### src/rtl/rr_grant_stage.sv
// rr_grant_stage -- registered round-robin arbitration stage.
//
// Purpose:
//   Picks one requesting lane per cycle in round-robin order. The request
//   vector is rotated right by the priority pointer, the lowest set bit of the
//   rotated vector is taken, and that offset is mapped back to an absolute
//   lane. The winner is registered as a one-hot grant plus binary index and
//   presented downstream. The pointer then moves one past the accepted
//   winner, so a lane that keeps requesting is served within N grants.
//
// Handshake (both sides):
//   A transfer happens on a rising edge where valid and ready are both high.
//   A valid output holds its payload stable until it is accepted. Ready may
//   depend combinationally on valid. Upstream, req_vld[i] is lane i's valid
//   and req_rdy[i] is its ready. Downstream, gnt_vld/gnt_rdy carry
//   {gnt_oh, gnt_idx}.
//
// Ports:
//   clk      in   1      system clock, rising edge
//   rst      in   1      asynchronous active-high reset
//   req_vld  in   N      per-lane request valid
//   req_rdy  out  N      per-lane accept, at most one bit high, combinational
//   gnt_vld  out  1      registered grant valid
//   gnt_rdy  in   1      downstream accepts the grant
//   gnt_oh   out  N      registered one-hot grant
//   gnt_idx  out  IDX_W  registered binary index of the granted lane
//   ptr_o    out  IDX_W  current priority pointer (debug/coverage)

// Circular barrel shifter over W bits. The shift amount must be below W.
// Rotation wraps modulo W, not modulo 2**SH_W. This lets a non-power-of-two
// lane count rotate correctly.
module rr_rot_shift #(
  parameter int W         = 8,
  parameter int SH_W      = 3,
  parameter bit ROT_RIGHT = 1'b1
) (
  input  logic [W-1:0]    din_i,
  input  logic [SH_W-1:0] sh_i,
  output logic [W-1:0]    dout_o
);
  logic [2*W-1:0] dbl;

  // Two copies side by side: shifting the pair and keeping one W-bit window
  // is the same as a W-bit rotate.
  assign dbl = {din_i, din_i};

  if (ROT_RIGHT) begin : g_right
    assign dout_o = W'(dbl >> sh_i);
  end else begin : g_left
    assign dout_o = W'((dbl << sh_i) >> W);
  end
endmodule

module rr_grant_stage #(
  parameter int N     = 8,
  parameter int IDX_W = 3
) (
  input  logic             clk,
  input  logic             rst,
  input  logic [N-1:0]     req_vld,
  output logic [N-1:0]     req_rdy,
  output logic             gnt_vld,
  input  logic             gnt_rdy,
  output logic [N-1:0]     gnt_oh,
  output logic [IDX_W-1:0] gnt_idx,
  output logic [IDX_W-1:0] ptr_o
);
  localparam logic [IDX_W:0]   N_EXT = (IDX_W+1)'(N);
  localparam logic [IDX_W-1:0] LAST  = IDX_W'(N - 1);

  logic [IDX_W-1:0] ptr_q, ptr_d;
  logic             gnt_vld_q, gnt_vld_d;
  logic [N-1:0]     gnt_oh_q, gnt_oh_d;
  logic [IDX_W-1:0] gnt_idx_q, gnt_idx_d;

  logic             load_en;
  logic             any_req;
  logic [N-1:0]     rot;
  logic [IDX_W-1:0] k;
  logic [IDX_W:0]   sum;
  logic [IDX_W-1:0] winner;
  logic [N-1:0]     win_oh;

  // The output slot can take a new grant when it is empty or being drained.
  assign load_en = !gnt_vld_q || gnt_rdy;
  assign any_req = |req_vld;

  rr_rot_shift #(
    .W         (N),
    .SH_W      (IDX_W),
    .ROT_RIGHT (1'b1)
  ) u_rot (
    .din_i  (req_vld),
    .sh_i   (ptr_q),
    .dout_o (rot)
  );

  // Lowest set bit of the rotated vector is the offset from the pointer.
  always_comb begin
    k = '0;
    for (int i = N - 1; i >= 0; i--) begin
      if (rot[i]) k = IDX_W'(i);
    end
  end

  // Map back to an absolute lane. ptr + k < 2N, so one conditional
  // subtract is enough.
  assign sum    = {1'b0, ptr_q} + {1'b0, k};
  assign winner = (sum >= N_EXT) ? IDX_W'(sum - N_EXT) : IDX_W'(sum);
  assign win_oh = N'(1) << winner;

  // Reset keeps the accept low even though load_en is high during reset.
  assign req_rdy = (load_en && any_req && !rst) ? win_oh : '0;

  always_comb begin
    ptr_d     = ptr_q;
    gnt_vld_d = gnt_vld_q;
    gnt_oh_d  = gnt_oh_q;
    gnt_idx_d = gnt_idx_q;
    if (load_en) begin
      if (any_req) begin
        gnt_vld_d = 1'b1;
        gnt_oh_d  = win_oh;
        gnt_idx_d = winner;
        ptr_d     = (winner == LAST) ? '0 : winner + IDX_W'(1);
      end else begin
        // Payload is left as-is. Only the valid drops.
        gnt_vld_d = 1'b0;
      end
    end
  end

  always_ff @(posedge clk or posedge rst) begin
    if (rst) begin
      ptr_q     <= '0;
      gnt_vld_q <= 1'b0;
      gnt_oh_q  <= '0;
      gnt_idx_q <= '0;
    end else begin
      ptr_q     <= ptr_d;
      gnt_vld_q <= gnt_vld_d;
      gnt_oh_q  <= gnt_oh_d;
      gnt_idx_q <= gnt_idx_d;
    end
  end

  assign gnt_vld = gnt_vld_q;
  assign gnt_oh  = gnt_oh_q;
  assign gnt_idx = gnt_idx_q;
  assign ptr_o   = ptr_q;
endmodule

### config.mk
export PLATFORM = sky130hd
export DESIGN_NAME = rr_grant_stage
export DESIGN_NICKNAME = d
export VERILOG_FILES = /design/src/rtl/rr_grant_stage.sv
export SDC_FILE = /design/constraint.sdc
export NUM_CORES = 1
export LEC_CHECK = 0
export CORE_ASPECT_RATIO = 0.9
export CORE_MARGIN = 1
export CORE_UTILIZATION = 30
export DETAILED_ROUTE_END_ITERATION = 12
export DONT_BUFFER_PORTS = 1
export PLACE_DENSITY = 0.41
export RECOVER_POWER = 50
export SLEW_MARGIN = 20
export SYNTH_ARGS = -nofsm -noshare
export SYNTH_HDL_FRONTEND = slang
export SYNTH_SLANG_ARGS = --single-unit
### constraint.sdc
create_clock -name clk -period 4.7 [get_ports clk]
set_input_delay 0 -clock clk [delete_from_list [all_inputs] [get_ports clk]]
set_output_delay 0 -clock clk [all_outputs]
set_load 0.02 [all_outputs]
==> results by group <==
Cells and area
  – Antenna diode count: 0
  – Fraction of final layout cells sized beyond drive strength 1: 24.6%
  – Area grow syn2layout: 8.59%
  – Fin nets: roughly 150
  – Non-filler cells, final: 192

Drt
  – Drt total wl: between 3000 and 4000 um
  – Count of routing violations after the opening detailed-route iteration: 30
  – Count of TritonRoute iterations in the first routing pass: 4
  – Count of vias placed by the detailed router: 1020
  – WL per Instance: 15.9 um
  – DRC: 0
  – Vias/cell: 5.31
  – Detail Route Antenna Nets: 0

Die
  – Chip Width: 75.8 um
  – Die extent in y: just under 70 um
  – Starting utilization of the core area: 32.2%
  – I/O pin total: 34
  – Area of the die: just over 5000 um2
  – FP Rows: 23
  – Core area: around 4600 um2

Setup path
  – Critical path fanouts, max: 10
  – Depth of the most critical reg-to-reg path: 11
  – End of the worst register-to-register path: gnt_idx[2]
  – Path type of the worst setup path: flop to primary output
  – WP data required: 4.70 ns
  – Capturing element type of the critical path: primary output
  – Flop-to-flop setup slack: ~0.96 ns
  – Arrival time worst endpoint: about 4 ns
  – Kind of start point of the critical path: flop
  – Startpoint of the lowest-slack register-to-register path: ptr_o[0]

Job
  – Max cap viols: 0

Power and ir drop
  – Pwr per Cell Area: between 800 and 900 nW/um2
  – Worst vdd rail ir drop: 0.296 mV
  – Lkg Pwr: around 0.00066 uW

Clock tree
  – Clock Sink Count: 15
  – Number of buffers added by the clock tree synthesis step: 3
  – CTS-repair resized insts: 0
  – Clock Pin Slew Worst Setup and Hold Paths: about 0.06 ns
  – Setup fix buffers added after clock tree synthesis: 0
  – Clock root buffer: sky130_fd_sc_hd__clkbuf_8
  – Clock insertion delay at the later pin of the skew report: 0.25 ns
  – Number of buffers inserted for hold repair after clock tree synthesis: 2
  – Maximum root-to-sink buffer count: 2
  – TritonCTS clock tree: yes
  – CTS H-tree lvls: 1

STA
  – Measured slew at the worst slew-check pin: 0.640 ns
  – Worst slew margin relative to its limit: a little under three fifths
  – Worst Clk Skew: 0.00492 ns
  – Achievable frequency: 249 MHz
  – Final sum of negative setup slack: 0 ns
  – RSZ-0062 raised after global routing: no
  – Post-layout minimum cycle time: between 4 and 5 ns
  – Setup violation total in the final timing report: 0
  – Share of the clock period used by the worst path after layout: 85.4%
  – Count of final max-slew check failures: 0
  – Number of hold-slack violations in the final timing report: 0

Hold path
  – Worst hold path endpoint: req_rdy[6]
  – Hold Crit Start: rst
  – Type of the tightest min-delay check: primary input to primary output
  – Hold Path Stages: 1

Logic synthesis
  – Mapped Avg Cell Area: 11.5 um2
  – Number of enable flip-flop cells after synthesis: 0
  – Synth unique cells: 38
  – Synth warn: 0
  – Synthesized Nets: approximately 150
  – Post-synthesis cell count: 128
  – Synth async-reset ratio: 100%
  – Total standard cell area after synthesis: around 1500 um2
  – Share of synthesized area occupied by flip-flops and latches: 25.5%
  – Count of state elements after synthesis: 15
  – Ys flop type: sky130_fd_sc_hd__dfrtp_1

Global routing
  – Overall Global Routing Usage: 12.0%
  – Remaining global-route overflow: 0
  – Antenna violations before repair: 0
  – Pin count of the biggest net entering global routing: 29
  – Number of global-route vias before repair: about 950
  – First-pass GRT wire length: 4710 um

Placement
  – Number of buffers added on ports: 0
  – Placed insts: 186
  – Placer's final routability congestion estimate: ~0.79
  – Placed wire-length estimate after detailed placement: 2360 um

Outcome
  – Status: finished clean
cells in the mapped netlist (2+ instances only):
library cell                n  share of area [%]
sky130_fd_sc_hd__a211oi_1   2                1.0
sky130_fd_sc_hd__and2_1     3                1.3
sky130_fd_sc_hd__nor2_1    13                3.3
sky130_fd_sc_hd__buf_4      2                1.0
sky130_fd_sc_hd__buf_2      2               0.68
sky130_fd_sc_hd__mux2i_1    2                1.4
sky130_fd_sc_hd__clkbuf_1   3               0.77
sky130_fd_sc_hd__mux4_2    11                 17
sky130_fd_sc_hd__nand2_1   14                3.6
sky130_fd_sc_hd__mux4_1     5                8.9
sky130_fd_sc_hd__nor4_2     4                3.4
sky130_fd_sc_hd__ha_1       6                5.1
sky130_fd_sc_hd__nand2b_1   3                1.3
sky130_fd_sc_hd__and3_1     4                1.7
sky130_fd_sc_hd__dfrtp_1   15                 26
sky130_fd_sc_hd__inv_1      7                1.8
sky130_fd_sc_hd__o21ai_1    5                1.7
sky130_fd_sc_hd__o31ai_4    4                5.8
sky130_fd_sc_hd__nor2b_1    2               0.85
sky130_fd_sc_hd__a31o_1     3                1.8
cell type report:
type	count	area (um2)
clock inverter	1	5.00
clock buffer	3	41.3
inverter	8	30.0
tap	62	77.6
multi-input combinational	97	1020
sequential	15	375
timing repair buffer	6	50.0
fill	453	2980
sequential cells by signal, indices dropped and copies added (netlist names):
register	flops
gnt_oh	8
gnt_idx	3
ptr_o	3
gnt_vld	1
per-stage QoR:
stage	power (uW)	instance area (um2)	hold WS (ns)	util, %	worst slack, ns
floorplan	1100	1470	-0.0935	-	1.04
global placement	1250	1530	-0.00821	33.5	0.936
detailed placement	1250	1530	-0.0000914	33.5	0.940
CTS	1360	1600	0.0587	34.9	0.648
global route	1460	1600	0.0599	34.9	0.443
finish	1340	1600	0.0577	34.9	0.687
logic make-up (layout without fill, tap and decap cells):
logic type,after synthesis,after routing,synth area share [%]
AO/OA/AOI/OAI,22,22,15.1
XOR/XNOR,2,2,1.70
adder cells (fa/ha/maj),7,7,6.46
buffers and inverters,16,18,5.27
flip-flops,15,15,25.5
multiplexers,20,20,28.9
AND/OR/NAND/NOR,46,46,17.0
metal layers:
layer	up-vias	track usage, %	part of all wire, %
met2	26	19.6	46
met5	-	0	0
met1	503	16.7	49
met4	0	1.39	0.66
li1	489	-	-
met3	2	2.80	4.7
where the power goes:
part	leakage (uW)	switching [uW]	internal, uW
Combinational	0.000445	532	413
Sequential	0.000189	114	176
Clock	0.0000255	45.7	58.6
Total	0.000660	692	648
cell usage in the layout, fill, tap and decap left out, types with 2 or more instances in the layout:
cell type,n
sky130_fd_sc_hd__dlygate4sd3_1,2
sky130_fd_sc_hd__nand2b_1,3
sky130_fd_sc_hd__buf_4,4
sky130_fd_sc_hd__ha_1,6
sky130_fd_sc_hd__nor2_1,13
sky130_fd_sc_hd__nor2b_1,2
sky130_fd_sc_hd__o21ai_1,5
sky130_fd_sc_hd__dfrtp_1,15
sky130_fd_sc_hd__a31o_1,3
sky130_fd_sc_hd__nand2_1,14
sky130_fd_sc_hd__clkbuf_8,3
sky130_fd_sc_hd__mux2i_1,2
sky130_fd_sc_hd__a211oi_1,2
sky130_fd_sc_hd__mux4_1,5
sky130_fd_sc_hd__nor4_2,4
sky130_fd_sc_hd__and2_1,3
sky130_fd_sc_hd__and3_1,4
sky130_fd_sc_hd__inv_1,7
sky130_fd_sc_hd__mux4_2,11
sky130_fd_sc_hd__o31ai_4,4
how the worst max path moves through the flow:
stage / startpoint / end
3_3_place_gp: ptr_o[0] / req_rdy[7]
4_1_cts: ptr_o[0] / req_rdy[7]
3_5_place_dp: ptr_o[0] / req_rdy[7]
6_report: ptr_o[0] / req_rdy[5]
5_1_grt: ptr_o[0] / req_rdy[5]
2_1_floorplan: ptr_o[0] / ptr_o[2]
worst max-delay path, stage by stage, from the launching register on:
cell and delay (ns):
sky130_fd_sc_hd__dfrtp_1 0.74, sky130_fd_sc_hd__mux4_2 0.62, sky130_fd_sc_hd__nor3b_1 0.16, sky130_fd_sc_hd__a221oi_1 0.21
sky130_fd_sc_hd__nor2_1 0.07, sky130_fd_sc_hd__o221a_1 0.27, sky130_fd_sc_hd__ha_1 0.19, sky130_fd_sc_hd__fa_1 0.37
sky130_fd_sc_hd__xor2_1 0.17, sky130_fd_sc_hd__xnor2_2 0.25, sky130_fd_sc_hd__buf_4 0.25, sky130_fd_sc_hd__nor4_2 0.45
Power figures use the tool's default switching activity.
